### src/rtl/suprloco_ioctl_pkg.sv
// Shared constants and types for the ioctl download/upload path.
package suprloco_ioctl_pkg;

    // Upload responder FSM states.
    typedef enum logic [1:0] {
        ST_IDLE    = 2'd0,
        ST_FETCH   = 2'd1,
        ST_LAT     = 2'd2,
        ST_CAPTURE = 2'd3
    } upload_state_e;

    // ioctl_index values understood by the core.
    localparam logic [15:0] IOCTL_IDX_ROM   = 16'd0;
    localparam logic [15:0] IOCTL_IDX_NVRAM = 16'd4;
    localparam logic [15:0] IOCTL_IDX_DIPSW = 16'd254;

    // Number of valid bytes in the game-board ROM/BRAM image.
    localparam logic [16:0] ROM_END = 17'h1A620;

    // Width of the HPS byte address bus.
    localparam int IOCTL_ADDR_W = 27;

endpackage

### src/rtl/suprloco_ioctl_upload.sv
// ioctl upload responder: serves HPS read strobes from a synchronous BRAM
// read port or from the DIP switch banks, stalling the HPS with ioctl_wait
// while a BRAM fetch is in flight.
module suprloco_ioctl_upload
    import suprloco_ioctl_pkg::*;
#(
    parameter int          AW          = 17,
    parameter int unsigned MEM_SIZE    = 32'(ROM_END),
    parameter int          RD_LAT      = 1,
    parameter logic [15:0] UPLD_INDEX  = IOCTL_IDX_ROM,
    parameter logic [15:0] DIPSW_INDEX = IOCTL_IDX_DIPSW
) (
    input  logic                    i_EMU_MCLK,
    input  logic                    i_EMU_INITRST,

    input  logic                    ioctl_upload,
    input  logic [15:0]             ioctl_index,
    input  logic [IOCTL_ADDR_W-1:0] ioctl_addr,
    input  logic                    ioctl_rd,
    output logic [7:0]              ioctl_din,
    output logic                    ioctl_wait,

    output logic [AW-1:0]           o_MEM_ADDR,
    output logic                    o_MEM_RD,
    input  logic [7:0]              i_MEM_DATA,

    input  logic [7:0]              i_DIPSW1,
    input  logic [7:0]              i_DIPSW2,

    output logic                    o_UPLOAD_BUSY,
    output logic                    o_UPLOAD_DONE
);

    // Counter only needs to hold RD_LAT-1 (at most 3).
    localparam int CNT_W = 2;

    upload_state_e   state_q, state_d;
    logic [CNT_W-1:0] cnt_q, cnt_d;
    logic [AW-1:0]   mem_addr_q, mem_addr_d;
    logic            mem_rd_q, mem_rd_d;
    logic [7:0]      din_q, din_d;
    logic            wait_q, wait_d;
    logic            busy_q;
    logic            done_pend_q, done_pend_d;
    logic            done_q, done_d;

    logic            rd_req;
    logic            in_range;
    logic            upload_fall;

    assign rd_req      = ioctl_rd & ioctl_upload;
    // Full-width compare so addresses that alias above 2^AW are rejected.
    assign in_range    = ioctl_addr < IOCTL_ADDR_W'(MEM_SIZE);
    // Registered upload is about to go from 1 to 0 at this edge.
    assign upload_fall = busy_q & ~ioctl_upload;

    // Request decode, fetch sequencing and read-data capture.
    always_comb begin
        state_d    = state_q;
        cnt_d      = cnt_q;
        mem_addr_d = mem_addr_q;
        mem_rd_d   = 1'b0;
        din_d      = din_q;
        wait_d     = wait_q;

        case (state_q)
            ST_IDLE: begin
                if (rd_req) begin
                    if ((ioctl_index == UPLD_INDEX) && in_range) begin
                        mem_addr_d = ioctl_addr[AW-1:0];
                        mem_rd_d   = 1'b1;
                        wait_d     = 1'b1;
                        state_d    = ST_FETCH;
                    end else if (ioctl_index == DIPSW_INDEX) begin
                        if (ioctl_addr == IOCTL_ADDR_W'(0)) begin
                            din_d = i_DIPSW1;
                        end else if (ioctl_addr == IOCTL_ADDR_W'(1)) begin
                            din_d = i_DIPSW2;
                        end else begin
                            din_d = 8'hFF;
                        end
                    end else begin
                        din_d = 8'hFF;
                    end
                end
            end
            ST_FETCH: begin
                // The BRAM strobe was issued on entry; now count its latency.
                cnt_d   = CNT_W'(RD_LAT - 1);
                state_d = (RD_LAT == 1) ? ST_CAPTURE : ST_LAT;
            end
            ST_LAT: begin
                cnt_d = cnt_q - 1'b1;
                if (cnt_q <= CNT_W'(1)) begin
                    state_d = ST_CAPTURE;
                end
            end
            ST_CAPTURE: begin
                din_d   = i_MEM_DATA;
                wait_d  = 1'b0;
                state_d = ST_IDLE;
            end
            default: begin
                state_d = ST_IDLE;
            end
        endcase
    end

    // Session-end pulse, held off until the responder is (about to be) idle.
    always_comb begin
        done_pend_d = 1'b0;
        done_d      = 1'b0;
        if (upload_fall || done_pend_q) begin
            if (state_d == ST_IDLE) begin
                done_d = 1'b1;
            end else begin
                done_pend_d = 1'b1;
            end
        end
    end

    // State and output registers; reset abandons any fetch in progress.
    always_ff @(posedge i_EMU_MCLK) begin
        if (i_EMU_INITRST) begin
            state_q     <= ST_IDLE;
            cnt_q       <= '0;
            mem_addr_q  <= '0;
            mem_rd_q    <= 1'b0;
            din_q       <= 8'hFF;
            wait_q      <= 1'b0;
            busy_q      <= 1'b0;
            done_pend_q <= 1'b0;
            done_q      <= 1'b0;
        end else begin
            state_q     <= state_d;
            cnt_q       <= cnt_d;
            mem_addr_q  <= mem_addr_d;
            mem_rd_q    <= mem_rd_d;
            din_q       <= din_d;
            wait_q      <= wait_d;
            busy_q      <= ioctl_upload;
            done_pend_q <= done_pend_d;
            done_q      <= done_d;
        end
    end

    assign ioctl_din     = din_q;
    assign ioctl_wait    = wait_q;
    assign o_MEM_ADDR    = mem_addr_q;
    assign o_MEM_RD      = mem_rd_q;
    assign o_UPLOAD_BUSY = busy_q;
    assign o_UPLOAD_DONE = done_q;

endmodule

### config.mk
export PLATFORM = sky130hd
export DESIGN_NAME = suprloco_ioctl_upload
export DESIGN_NICKNAME = d
export VERILOG_FILES = /design/src/rtl/suprloco_ioctl_pkg.sv /design/src/rtl/suprloco_ioctl_upload.sv
export SDC_FILE = /design/constraint.sdc
export NUM_CORES = 1
export LEC_CHECK = 0
export ABC_AREA = 1
export CORE_UTILIZATION = 25
export CTS_CLUSTER_SIZE = 14
export DETAILED_ROUTE_END_ITERATION = 8
export DONT_BUFFER_PORTS = 1
export GPL_TIMING_DRIVEN = 0
export SLEW_MARGIN = 40
export SYNTH_ARGS = -nofsm -noshare
export SYNTH_HDL_FRONTEND = slang
export SYNTH_SLANG_ARGS = --single-unit
### constraint.sdc
create_clock -name i_EMU_MCLK -period 2.6 [get_ports i_EMU_MCLK]
set_input_delay 0.78 -clock i_EMU_MCLK [delete_from_list [all_inputs] [get_ports i_EMU_MCLK]]
set_output_delay 0.78 -clock i_EMU_MCLK [all_outputs]
set_load 0.005 [all_outputs]
---- Yosys cells after proc, flatten, opt, wreduce, memory -nomap -nowiden ----
Cells that the tools add are included.
W data, S select, Z words.
word-level totals
  register bits after elaboration ......... 34
  latch bits .............................. 0
  memory bits (writable) .................. 0
  memory bits (read-only) ................. 0
  input bits .............................. 71
  output and inout bits ................... 29
  logic and storage cells ................. 56
  memories ................................ 0
operators by class
  add/sub/neg operators ................... 1
  multiply operators ...................... 0
  div/mod/pow operators ................... 0
  $lt $le $gt $ge ......................... 2
  equality and inequality tests ........... 8
  shift operators ......................... 0
  multiplexer cells ....................... 17
  bitwise gates (word level) .............. 6
  reduce and logical (&&, ||, !) cells .... 13
operators with widths
  kind                    number
  $mux W8                 5
  $eq A27 B1 Y1 const B   1
  $logic_not A27 Y1       1
  $lt A27 B17 Y1 const B  1
  $eq A16 B8 Y1 const B   1
  $logic_not A16 Y1       1
  $pmux W8 S2             1
  $reduce_and A3 Y1       3
  $pmux W2 S4             1
  $mux W2                 3
  $ne A2 B2 Y1 const B    3
  $mux W1                 5
  $eq A2 B2 Y1 const B    2
  $logic_not A2 Y1        2
  $not A1 Y1              4
  $pmux W2 S2             1
  $reduce_bool A2 Y1      2
  $reduce_or A3 Y1        1
  $and A1 B1 Y1           2
  $eq A2 B1 Y1 const B    1
  $le A2 B1 Y1 const B    1
  $pmux W1 S2             1
  $reduce_or A2 Y1        1
  $sub A2 B1 Y2 const B   1
  2 further kinds         2

---- Longest topological paths before layout ----
  word-level depth ........................ 7
  depth in mapped cells ................... 12
  gate-level depth less buffers ........... 12

---- Worst setup path before layout ----
OpenSTA, ideal clock, no wires.
  path type ............................... input to register
  start ................................... input port ioctl_addr[23]
  end ..................................... register mem_addr_q[15] (netlist: o_MEM_ADDR[15])
  arrival ................................. 1,696 ps
  data required time ...................... 2,484 ps
  path slack .............................. 788 ps
  stages on the path ...................... 8
  path buffers ............................ 1
  path through ............................ or2_1 > nor2_1 > nand2_1 > nor2_4 > nand3_4 > buf_2 > nor2_1 > nor2_1
on the way
  longest elaborated chain between the ends .. 3
ends and longest elaborated chain
  what                         line                          source
  start, declared              suprloco_ioctl_upload.sv:18   input logic [IOCTL_ADDR_W-1:0] ioctl_addr,
  $lt A27 B17 Y1               suprloco_ioctl_upload.sv:53   assign in_range = ioctl_addr < IOCTL_ADDR_W'(MEM_SIZE);
  $logic_and A1 B1 Y1          suprloco_ioctl_upload.sv:69   if ((ioctl_index == UPLD_INDEX) && in_range) begin
  $reduce_and A3 Y1 (no line)  -
  end signal, assigned         suprloco_ioctl_upload.sv:137  mem_addr_q <= mem_addr_d;
  end, declared                suprloco_ioctl_upload.sv:39   logic [AW-1:0] mem_addr_q, mem_addr_d;
Every way passes these cells.
A chain may end at the register's enable or synchronous reset.

---- Final worst setup path ----
  start ................................... register state_q[0]
  end ..................................... register din_q[3] (netlist: ioctl_din[3])
on the way
  longest elaborated chain between the ends .. 3
ends and longest elaborated chain
  what                                                                 line                          source
  start, declared                                                      suprloco_ioctl_upload.sv:37   upload_state_e state_q, state_d;
  start signal, assigned                                               suprloco_ioctl_upload.sv:135  state_q <= state_d;
  $eq A2 B2 Y1 / $logic_not A2 Y1 (equally long branches)              suprloco_ioctl_upload.sv:66   case (state_q)
  $reduce_bool A2 Y1 (no line) / $ne A2 B2 Y1 (equally long branches)  -
  $reduce_and A3 Y1 (no line)                                          -
  end signal, assigned                                                 suprloco_ioctl_upload.sv:139  din_q <= din_d;
  end, declared                                                        suprloco_ioctl_upload.sv:41   logic [7:0] din_q, din_d;
Several ways; a longest one is shown, not always the timed one.

==> impl_metrics.yaml <==
pwr:
  internal_power_mw: 0.895
  power_frac_clock_pct: 31.1
  power_density_mw_per_mm2: 597
  power.switching_mw: 0.435
  comb_power_share_pct: 23.2
  swShare_pct: 32.7
  cellLeakagePower_nw: 1.09
  power_frac_seq_pct: 45.7
  ir_drop_mv: 0.351
hold_path:
  min_path_type: "flop to flop"
  min_path_cells: 2
sta:
  slew_headroom_pct: 68.8
  layout_min_cycle_time_ns: 1.95
  timing.final.crit_share_pct: 75.1
  slew_viol_final: 0
  setup_viol: 0
  rsz0062_at_grt: "false"
  worst_pin_slew_ns: 0.468
  tns_ns: 0
  clock_skew_ns: 0.00611
  fmax_mhz: 512
  hold_viol_final: 0
drt:
  route.antenna.remaining_nets: 0
  drt-initial-drc-count: 80
  vias: 1903
  drcViolationCount: 0
  wl_per_cell_um: 12.5
  viasPerCell: 4.49
  dr.pass1.iters: 4
  wirelength_mm: 5.31
worst_setup_path:
  ff2ff_path_depth: 9
  crit_fanout: 10
  crit_path_end_kind: "flop"
  cp.required_ns: 2.78
  arrival_ns: 2.13
  start_kind: "flop"
  r2r_slack_ns: 0.65
  path_class: "flop to flop"
synth:
  synthMostInstantiatedCell: "nand2_1"
  synthCells: 314
  synthTopCellsByCount: "nand2_1 (77), nor2_1 (63), inv_1 (43), dfxtp_1 (34), nand3_1 (31)"
  yosysTopAreaCell: "dfxtp_1"
  netlist.area_leader.share_pct: 33.9
  synth_area_leaders: "dfxtp_1 (34%), nand2_1 (14%), nor2_1 (12%), inv_1 (8.0%), nand3_1 (7.7%)"
  yosys_warnings: 0
  synth_area_per_cell_um2: 6.39
  synth-main-ff-cell: "dfxtp_1"
  ys_ff_latch: 34
  ys_types: 30
  synth_nets: 391
  yosysSeqAreaShare_pct: 33.9
  async_flop_share_pct: 0
  synth-edff-count: 0
  synth_area_mm2: 0.00201
clock_tree:
  clock-sinks: 34
  cts_inserted_buffers: 5
  clk-insertion-delay-late_ns: 0.28
  cts_max_path_buffers: 2
  cts_hold_buf: 0
  cts_resized: 0
  clk_pin_slew_ns: 0.07
  tritoncts: "done"
  h-tree-depth: 2
  cts_setup_buffers: 0
  clockRootBuffer: "clkbuf_8"
placement:
  dp_hpwl_mm: 4.25
  gp_congestion: 0.717
  placed_area_mm2: 0.00213
  io_buffer_count: 0
  dp.cells: 416
job:
  timing.max_cap.violations: 0
global_routing:
  antenna_found_initial: 0
  grt.total_usage_pct: 13.2
  grt-ovfl-total: 0
  grt_max_degree: 12
  grt_pass1_vias: 1809
  grt_pass1_wl_mm: 8.70
die:
  start_util_pct: 26.0
  core_mm2: 0.00773
  fp.dieArea_mm2: 0.00839
  die_h_um: 91.6
  num_rows: 32
  io_pins: 100
  fp.dieW_um: 91.6
finish:
  final_nets: 398
  area_growth_pct: 11.1
  fin_area_mm2: 0.00223
  drive_gt1_share_pct: 11.8
  diodes: 0
  layout.cells.non_filler: 424
  fin_util_pct: 28.9
run_status:
  status: "finished, final reports clean"
## per-layer routing
layer | wire length [um] | global-route usage (%) | up-vias | share of wire (%)
li1 | - | - | 983 | -
met1 | 2300 | 16.4 | 850 | 43
met2 | 2610 | 22.6 | 65 | 49
met3 | 361 | 3.43 | 5 | 6.8
met4 | 44 | 3.44 | 0 | 0.83
met5 | 0 | 0 | - | 0
## layout by cell type, fill, tap and decap left out, types with 2 or more instances in the layout
| cell type | instances |
|---|---|
| a21oi_1 | 12 |
| dfxtp_1 | 34 |
| ha_1 | 6 |
| o21ai_0 | 7 |
| clkbuf_1 | 2 |
| nand2_1 | 77 |
| buf_2 | 2 |
| nor3_1 | 2 |
| nand3_1 | 31 |
| nor2_1 | 63 |
| or2_2 | 9 |
| inv_1 | 43 |
| a21oi_2 | 4 |
| clkbuf_8 | 6 |
| o21ai_2 | 5 |
| nand2_4 | 2 |
## critical path: stages (launching register included)
cell,delay [ns]
dfxtp_1,0.36
ha_1,0.22
inv_1,0.26
nand3_1,0.11
nor3_1,0.24
nand2_1,0.27
a21oi_1,0.21
nand2_1,0.07
nand3_1,0.07
nand2_1,0.05
## power by group through the flow
stage	Clock, mW	Combinational [mW]	Sequential [mW]
floorplan	0	0.251	0.609
global placement	0	0.297	0.621
detailed placement	0	0.309	0.621
CTS	0.427	0.310	0.609
global route	0.455	0.365	0.614
finish	0.414	0.308	0.608
## path summary, 6_finish.rpt
path | to | startpoint
worst max-delay path | ioctl_din[3]$_SDFFE_PP1P_ | state_q[0]$_SDFF_PP0_
worst min-delay path | cnt_q[1]$_SDFFE_PP0P_ | cnt_q[1]$_SDFFE_PP0P_
worst max register to register | ioctl_din[3]$_SDFFE_PP1P_ | state_q[0]$_SDFF_PP0_
worst min register to register | cnt_q[1]$_SDFFE_PP0P_ | cnt_q[1]$_SDFFE_PP0P_
## cells by family (layout without fill, tap and decap cells)
family                   Yosys count  after routing  share of synthesized area [%]
AND/OR/NAND/NOR                  191            191                           41.4
flip-flops                        34             34                           33.9
AO/OA/AOI/OAI                     30             30                           9.41
adder cells (fa/ha/maj)            6              6                           3.74
buffers and inverters             53             61                           11.5
## stage by stage
stage	setup WS [ns]	power, mW	hold WS (ns)
finish	0.646	1.33	0.472
detailed placement	0.403	0.929	0.463
global placement	0.423	0.917	0.456
global route	0.420	1.43	0.513
CTS	0.637	1.35	0.475
floorplan	0.788	0.860	0.444
## area by class of cell
| type | count | area (um^2) |
|---|---|---|
| fill | 870 | 5500 |
| sequential | 34 | 681 |
| tap | 102 | 128 |
| inverter | 46 | 175 |
| multi-input combinational | 227 | 1090 |
| buffer | 7 | 56.3 |
| clock buffer | 6 | 82.6 |
| clock inverter | 2 | 12.5 |
## sequential cells by signal, summed over array words and instances, names as in the netlist, 2 cells and up
register    flops
cnt_q           2
state_q         2
o_MEM_ADDR     17
ioctl_din       8
Note: power is estimated with default switching activity, not from simulation.
